`src/rtl/cs_seq_pkg.sv`:
```
// cs_seq_pkg: shared types and defaults for the cs sequence generator.
//   state_e   - sequencer FSM states
//   mode_e    - cs output encoding (binary / Gray)
//   DEF_*     - default register forced codes
//   bin2gray  - binary to reflected Gray conversion (up to 32 bits)
package cs_seq_pkg;

  typedef enum logic [1:0] {
    IDLE  = 2'd0,
    RUN   = 2'd1,
    PAUSE = 2'd2,
    DONE  = 2'd3
  } state_e;

  typedef enum logic {
    MODE_BIN  = 1'b0,
    MODE_GRAY = 1'b1
  } mode_e;

  localparam logic [3:0] DEF_RESET_CODE = 4'b1101;
  localparam logic [3:0] DEF_SET_CODE   = 4'b0110;

  function automatic logic [31:0] bin2gray(input logic [31:0] b);
    return b ^ (b >> 1);
  endfunction

endpackage

```
`src/rtl/cs_fb_checker.sv`:
```
// cs_fb_checker: compares the state register's ns feedback against the cs
// value issued one cycle earlier and raises a sticky error on mismatch.
//   clk, reset_n - clock, asynchronous active-low reset
//   ns           - register output observed this cycle
//   prev_cs      - cs issued in the previous cycle
//   prev_valid   - cs_valid in the previous cycle
//   ff_reset/set - register forcing controls this cycle
//   err_clr      - clears err (a simultaneous mismatch keeps it set)
//   err          - sticky mismatch flag
module cs_fb_checker #(
  parameter int WIDTH = 4
) (
  input  logic             clk,
  input  logic             reset_n,
  input  logic [WIDTH-1:0] ns,
  input  logic [WIDTH-1:0] prev_cs,
  input  logic             prev_valid,
  input  logic             ff_reset,
  input  logic             ff_set,
  input  logic             err_clr,
  output logic             err
);

  logic prev_forced_reg;
  logic err_reg;
  logic mismatch;

  // A forced code in either the issuing cycle or the observing cycle makes
  // the register's output unrelated to cs, so that pair is skipped.
  assign mismatch = prev_valid && !prev_forced_reg && !ff_reset && !ff_set
                    && (ns != prev_cs);

  always_ff @(posedge clk or negedge reset_n) begin
    if (!reset_n) begin
      prev_forced_reg <= 1'b0;
      err_reg         <= 1'b0;
    end else begin
      prev_forced_reg <= ff_reset | ff_set;
      err_reg         <= mismatch | (err_reg & ~err_clr);
    end
  end

  assign err = err_reg;

endmodule

```
`src/rtl/cs_seq_gen.sv`:
```
// cs_seq_gen: produces the cs bus for a 4-bit async set/reset state register.
// Binary/Gray counter with start/pause/stop/load control, limit detection,
// roll-over detection, resync to the register's forced codes, and feedback
// checking of the register's ns output.
//   inputs : clk, reset_n, start, pause, stop, dir, mode, load, load_val,
//            limit, ff_reset, ff_set, ns, err_clr
//   outputs: cs, cs_valid, busy, done, wrap, err (all registered)
module cs_seq_gen
  import cs_seq_pkg::*;
#(
  parameter int               WIDTH      = 4,
  parameter int               STEP       = 1,
  parameter logic [WIDTH-1:0] RESET_CODE = WIDTH'(DEF_RESET_CODE),
  parameter logic [WIDTH-1:0] SET_CODE   = WIDTH'(DEF_SET_CODE)
) (
  input  logic             clk,
  input  logic             reset_n,
  input  logic             start,
  input  logic             pause,
  input  logic             stop,
  input  logic             dir,
  input  logic             mode,
  input  logic             load,
  input  logic [WIDTH-1:0] load_val,
  input  logic [WIDTH-1:0] limit,
  input  logic             ff_reset,
  input  logic             ff_set,
  input  logic [WIDTH-1:0] ns,
  input  logic             err_clr,
  output logic [WIDTH-1:0] cs,
  output logic             cs_valid,
  output logic             busy,
  output logic             done,
  output logic             wrap,
  output logic             err
);

  state_e           state_reg, state_next;
  logic [WIDTH-1:0] cnt_reg, cnt_next;
  logic             valid_next;
  logic             hit, roll;
  logic [WIDTH:0]   up_sum, dn_diff;
  logic [WIDTH-1:0] step_val;

  logic [WIDTH-1:0] cs_next;
  logic             busy_next;

  logic [WIDTH-1:0] cs_reg, prev_cs_reg;
  logic             cs_valid_reg, prev_valid_reg;
  logic             busy_reg, done_reg, wrap_reg;

  // One extra bit catches carry (up) or borrow (down) for wrap detection.
  assign up_sum  = {1'b0, cnt_reg} + (WIDTH+1)'(STEP);
  assign dn_diff = {1'b0, cnt_reg} - (WIDTH+1)'(STEP);

  // State / counter register, plus the output stage that registers the
  // next-cycle view so outputs line up with the count they describe.
  always_ff @(posedge clk or negedge reset_n) begin
    if (!reset_n) begin
      state_reg      <= IDLE;
      cnt_reg        <= '0;
      cs_reg         <= '0;
      cs_valid_reg   <= 1'b0;
      busy_reg       <= 1'b0;
      done_reg       <= 1'b0;
      wrap_reg       <= 1'b0;
      prev_cs_reg    <= '0;
      prev_valid_reg <= 1'b0;
    end else begin
      state_reg      <= state_next;
      cnt_reg        <= cnt_next;
      cs_reg         <= cs_next;
      cs_valid_reg   <= valid_next;
      busy_reg       <= busy_next;
      done_reg       <= hit;
      wrap_reg       <= roll;
      prev_cs_reg    <= cs_reg;
      prev_valid_reg <= cs_valid_reg;
    end
  end

  // Next-state and counter logic. Priority:
  // ff_reset > ff_set > stop > load > pause > start.
  always_comb begin
    state_next = state_reg;
    cnt_next   = cnt_reg;
    valid_next = cs_valid_reg;
    hit        = 1'b0;
    roll       = 1'b0;
    step_val   = dir ? up_sum[WIDTH-1:0] : dn_diff[WIDTH-1:0];
    if (ff_reset) begin
      cnt_next   = RESET_CODE;
      state_next = IDLE;
      valid_next = 1'b0;
    end else if (ff_set) begin
      cnt_next   = SET_CODE;
      state_next = IDLE;
      valid_next = 1'b0;
    end else if (stop) begin
      state_next = IDLE;
      valid_next = 1'b0;
    end else begin
      unique case (state_reg)
        IDLE: begin
          if (load) begin
            cnt_next = load_val;
          end else if (start) begin
            state_next = RUN;
            valid_next = 1'b1;
          end
        end
        RUN: begin
          if (load) begin
            // load is not honoured while stepping; fall through to pause/step
            cnt_next = cnt_reg;
          end
          if (pause) begin
            state_next = PAUSE;
          end else begin
            cnt_next = step_val;
            roll     = dir ? up_sum[WIDTH] : dn_diff[WIDTH];
            if (step_val == limit) begin
              hit        = 1'b1;
              state_next = DONE;
            end
          end
        end
        PAUSE: begin
          if (load) begin
            cnt_next = load_val;
          end else if (!pause && start) begin
            state_next = RUN;
            valid_next = 1'b1;
          end
        end
        DONE: begin
          state_next = start ? RUN : IDLE;
        end
        default: state_next = IDLE;
      endcase
    end
  end

  // Output decode of the next-cycle values.
  always_comb begin
    cs_next   = (mode == MODE_GRAY) ? WIDTH'(bin2gray(32'(cnt_next))) : cnt_next;
    busy_next = (state_next == RUN) || (state_next == PAUSE);
  end

  cs_fb_checker #(
    .WIDTH (WIDTH)
  ) u_fb_checker (
    .clk        (clk),
    .reset_n    (reset_n),
    .ns         (ns),
    .prev_cs    (prev_cs_reg),
    .prev_valid (prev_valid_reg),
    .ff_reset   (ff_reset),
    .ff_set     (ff_set),
    .err_clr    (err_clr),
    .err        (err)
  );

  assign cs       = cs_reg;
  assign cs_valid = cs_valid_reg;
  assign busy     = busy_reg;
  assign done     = done_reg;
  assign wrap     = wrap_reg;

endmodule

```
`config.mk`:
```
export PLATFORM = sky130hd
export DESIGN_NAME = cs_seq_gen
export DESIGN_NICKNAME = d
export VERILOG_FILES = /design/src/rtl/cs_seq_pkg.sv /design/src/rtl/cs_fb_checker.sv /design/src/rtl/cs_seq_gen.sv
export SDC_FILE = /design/constraint.sdc
export NUM_CORES = 1
export LEC_CHECK = 0
export ABC_AREA = 0
export BUFFER_PORTS_ARGS = -buffer_cell sky130_fd_sc_hd__buf_2
export CORE_MARGIN = 10
export CORE_UTILIZATION = 45
export DETAILED_ROUTE_END_ITERATION = 7
export PLACE_DENSITY = 0.7
export SYNTH_ARGS = -nofsm -noshare
export SYNTH_HDL_FRONTEND = slang
export SYNTH_SLANG_ARGS = --single-unit
```
`constraint.sdc`:
```
create_clock -name clk -period 4.6 [get_ports clk]
set_input_delay 0.23 -clock clk [delete_from_list [all_inputs] [get_ports clk]]
set_output_delay 0.23 -clock clk [all_outputs]
set_load 0.05 [all_outputs]
```
# Word level (Yosys, flattened, before mapping)

Index checks and enable logic that the tools add are counted.
W data, S select, Z words.

Flip-flop bits (word level): 21
RAM bits: 0
Memories: 0
Bits in read-only memories: 0
Output and inout port bits: 9
Word-level logic and storage cells: 82
Input port bits: 23
Latch bits: 0

Shift-type cells: 0
Equality and inequality tests: 11
Mux-type cells: 39
Bitwise logic cells: 5
$mul: 0
Reductions and logical operators: 14
Div/mod/pow operators: 0
$lt $le $gt $ge: 0
Add/subtract/negate cells: 2

Operators with widths:

| kind                  | count |
|---|---|
| $mux W4               | 7 |
| $mux W1               | 20 |
| $ne A5 B5 Y1 const B  | 4 |
| $mux W2               | 9 |
| $pmux W2 S4           | 1 |
| $pmux W4 S2           | 1 |
| $eq A2 B2 Y1 const B  | 3 |
| $add A4 B1 Y5 const B | 1 |
| $logic_and A1 B1 Y1   | 5 |
| $reduce_and A5 Y1     | 1 |
| $reduce_bool A5 Y1    | 1 |
| $sub A4 B1 Y5 const B | 1 |
| $eq A2 B1 Y1 const B  | 2 |
| $eq A4 B4 Y1          | 1 |
| $logic_not A1 Y1      | 4 |
| $ne A4 B4 Y1          | 1 |
| $xor A4 B3 Y4         | 1 |
| $logic_not A2 Y1      | 1 |
| $or A1 B1 Y1          | 2 |
| $pmux W1 S2           | 1 |
| $reduce_or A2 Y1      | 1 |
| $and A1 B1 Y1         | 1 |
| $logic_or A1 B1 Y1    | 1 |
| $not A1 Y1            | 1 |

# Longest topological paths before layout

Depth in word-level cells: 11
Mapped depth: 7
Mapped depth without buffers: 7

# Cells and area by module

Synthesis repeated with hierarchy kept, for this count alone.

Cell total of the unflattened synthesis: 109
Area, all modules: 1119.8 um^2

By module, submodules not included:

| module        | area an instance (um^2) | instances | seq. area each (um^2) | cells each |
|---|---|---|---|---|
| cs_seq_gen    | 989.7                   | 1         | 450.4                 | 98 |
| cs_fb_checker | 130.1                   | 1         | 50.0                  | 11 |

# Worst setup path before layout

Ideal clock, no wire load.

Path kind: reg2reg
From: reg cnt_reg[0]
To: reg cs_reg[0], in the netlist cs[0]
Required time: 4.473 ns
Slack: 2.636 ns
Buffers on the path: 0
Arrival time: 1.837 ns
Period minus slack after synthesis: 1.964 ns
Cell stages (with the launch flop): 8
Cells stage by stage: dfrtp_1 inv_1 ha_1 xnor2_1 a22o_1 a221oi_1 nor2_1 mux2_1

Cells in the longest elaborated chain, start to end: 9

Ends and longest elaborated chain:

| item                                                  | line                               | text |
|---|---|---|
| start, declared                                       | cs_seq_gen.sv:39                   | `logic [WIDTH-1:0] cnt_reg, cnt_next;` |
| start signal, assigned                                | cs_seq_gen.sv:71                   | `cnt_reg <= cnt_next;` |
| $sub A4 B1 Y5 / $add A4 B1 Y5 (equally long branches) | cs_seq_gen.sv:54, cs_seq_gen.sv:53 |  |
| $mux W4                                               | cs_seq_gen.sv:90                   | `step_val = dir ? up_sum[WIDTH-1:0] : dn_diff[WIDTH-1:0];` |
| $mux W4                                               | cs_seq_gen.sv:117                  | `if (pause) begin` |
| $pmux W4 S2                                           | cs_seq_gen.sv:103                  | `unique case (state_reg)` |
| $mux W4 *                                             | cs_seq_gen.sv:99                   | `end else if (stop) begin` |
| $mux W4 *                                             | cs_seq_gen.sv:95                   | `end else if (ff_set) begin` |
| $mux W4 *                                             | cs_seq_gen.sv:91                   | `if (ff_reset) begin` |
| $xor A4 B3 Y4                                         | cs_seq_pkg.sv:24                   | `return b ^ (b >> 1);` |
| $mux W4 *                                             | cs_seq_gen.sv:146                  | `cs_next = (mode == MODE_GRAY) ? WIDTH'(bin2gray(32'(cnt_next))) : cnt_next;` |
| named net cs_next[0]                                  | cs_seq_gen.sv:45                   | `logic [WIDTH-1:0] cs_next;` |
| end signal, assigned                                  | cs_seq_gen.sv:72                   | `cs_reg <= cs_next;` |
| end, declared                                         | cs_seq_gen.sv:48                   | `logic [WIDTH-1:0] cs_reg, prev_cs_reg;` |

Mark *: on every way through the listed nets, which the timed path passes. The rest lies on a longest branch.
A chain may end at the register's enable or synchronous reset.

# Final worst setup path

Same ends and word-level chain as after synthesis.

==> results.md <==
- Fin. Hold Viols: 0
- Finished Layout Cells: 179
- First-pass GRT wire length: 4810 um
- VDD IR-drop max: 0.165 mV
- Die H: 71.5 um
- Avg Cell Area, Syn: 10.0 um2
- Fin nets: 175
- Switching share of power: 30.2%
- Synthesized cell area: 1190 um2
- WP data required: 4.79 ns
- Max stage delay on crit path: 0.47 ns
- TritonCTS Sinks: 20
- Drt first pass iters: 4
- Clock Tree Buf Depth: 2
- Worst Path Arrival: 2.33 ns
- Initial antenna violation count: 0
- Clock skew: 0.000916 ns
- Core Box Area: 2500 um2
- Port buffer count: 31
- PwrDens: 275 nW/um2
- Site row count: 18
- Crit-path cells: inv_1 -> ha_1 -> xnor2_1 -> a22o_1 -> a221oi_1 -> nor2_1 -> mux2_1
- Worst Setup Start Kind: flip-flop
- Post-DRT Antenna Nets: 0
- GRT overflow: 0
- Total track usage: 11.3%
- Root Driver: clkbuf_4
- Layout cell share with drive strength beyond 1: 30.2%
- Leakage: 0.627 nW
- Flop2flop setup slack: 2.46 ns
- # Post-CTS Setup Buffers: 0
- Slew Limit Headroom: 69.7%
- Critical path capture point type: flip-flop
- Asr flop ratio synth: 100%
- Htree depth: 1
- Number of flops mapped to enable cells by yosys: 0
- Internal Power: 0.268 mW
- DR iter-0 viols: 47
- Clock power frac: 26.7%
- TritonCTS clock tree: done
- Worst min-delay path class: in2reg
- Clock-pin slew on the worst setup and hold paths: 0.11 ns
- Tcrit/Tclk final: 46.6%
- Gate Count Post-Synth: 119
- WL/cell: 15.8 um
- Hold_ws: 0.182 ns
- Largest net degree at the start of global routing: 21
- Post-synthesis sequential area ratio: 42.0%
- Minimum clock period: 2.14 ns
- Vias per inst: 5.50
- Top Ports: 32
- DR DRC count: 0
- Layout area overhead: 17.0%
- Die ar.: 5110 um2
- Final setup vio count: 0
- Final WL: 2840 um
- Worst Max-Slew Pin Slew: 0.454 ns
- Max Slew Vio Count: 0
- CTS Buf Count: 3
- Clk_lat worst skew: 0.29 ns
- Ys flop type: dfrtp_1
- Post-synth cell types: 47
- Gate power share: 22.7%
- Status: complete, no violations
- Vias in the first global route: 1018
- Post-DP HPWL: 2290 um
- Initial Utilization: 47.7%
- WS Path Type: reg2reg
- Final TNS setup: 0 ns
- Max_cap viols: 0
- Switch Pwr: 0.116 mW
- Sequential fraction of design power: 50.6%
- Ant diodes: 0
- Gpl congestion: 0.977
- Die Wd: 71.5 um
- Fmax: 0.466 GHz
- Via count: 985
- Critical path's slowest cell: dfrtp_1
- Synthesized Nets: 144
- Flops & latches, synth: 20
- Ys Warns: 0
- Crit path max fanout: 6
- RSZ-0062 raised after global routing: false
- Placed cells: 174
[worst max-delay path, delay by kind of cell, from the launching register on]
family          cells  cell delay (ns)
flops               1             0.47
buf+inv             1             0.09
compound gates      2             0.58
fa+ha+maj           1             0.31
mux                 1             0.32
simple gates        1             0.09
xor+xnor            1             0.16
[cells by family (layout without fill, tap and decap cells)]
logic type               after synthesis  in the layout  synth area share, %
AO/OA/AOI/OAI                         30             30                 19.3
XOR/XNOR                              11             11                 8.08
adder cells (fa/ha/maj)                2              2                 2.10
buffers and inverters                 15             45                 5.88
flip-flops                            20             20                 42.0
multiplexers                           3              3                 3.04
AND/OR/NAND/NOR                       38             38                 19.6
[repair_timing]
item / in CTS / in global routing
hold buffers: 1 / 0
gates resized for setup: 0 / 0
hold endpoints to repair: 20 / 0
[cells in the mapped netlist, types with 3 or more instances]
cell / instances / area share [%]
a221oi_1: 3 / 2.2
o21ai_0: 3 / 1.3
dfrtp_1: 20 / 42
nand2_1: 4 / 1.3
xor2_1: 5 / 3.7
inv_1: 9 / 2.8
nor2b_1: 3 / 1.6
a21oi_1: 5 / 2.1
xnor2_1: 6 / 4.4
nand2b_1: 6 / 3.1
nor2_1: 8 / 2.5
[through the flow]
step	total power, mW	area (um2)	util [%]	setup slack, ns
finish	0.383	1400	55.8	2.46
global route	0.402	1400	55.8	2.31
CTS	0.384	1400	55.8	2.46
detailed placement	0.284	1350	54.0	2.48
global placement	0.280	1350	54.0	2.55
floorplan	0.255	1190	-	2.64
[area by class of cell]
type,count,area [um2]
Inverter,9,33.8
Fill cell,241,1100
Clock buffer,4,36.3
Timing Repair Buffer,32,165
Sequential cell,20,500
Tap cell,30,37.5
Multi-Input combinational cell,84,622
[power groups by stage]
stage / Combinational, mW / Clock (mW) / Sequential (mW)
floorplan: 0.0492 / 0 / 0.206
global placement: 0.0839 / 0 / 0.196
detailed placement: 0.0863 / 0 / 0.198
CTS: 0.0873 / 0.103 / 0.194
global route: 0.0961 / 0.111 / 0.196
finish: 0.0869 / 0.102 / 0.194
[worst paths after layout]
path / to / depth (start not counted) / start
hold reg to reg: prev_cs_reg[2] / 0 / cs[2]
hold / removal: u_fb_checker.err / 3 / err_clr
setup / recovery: cs[0] / 7 / cnt_reg[0]
setup reg to reg: cs[0] / 7 / cnt_reg[0]
max in group asynchronous: cs[1] / 2 / reset_n
min in group asynchronous: busy / 2 / reset_n
[layout by cell type, fill, tap and decap left out, drive strengths merged, types with 3 or more instances in the layout]
cell type	instances
a221oi	3
nor3b	3
o211ai	3
inv	9
clkbuf	4
nor2	9
o21ai	4
xnor2	6
nor2b	3
nand2	4
dfrtp	20
xor2	5
buf	31
a21oi	5
nand2b	6
[per-layer routing]
metal	up-vias	share of wire, %	wire length [um]	track usage, %
met4	0	1.0	29	3.23
met5	-	0	0	0
met2	31	44	1260	18.1
li1	487	-	-	-
met3	2	7.3	206	3.86
met1	465	47	1340	13.9
(Power assumes the default switching activity.)
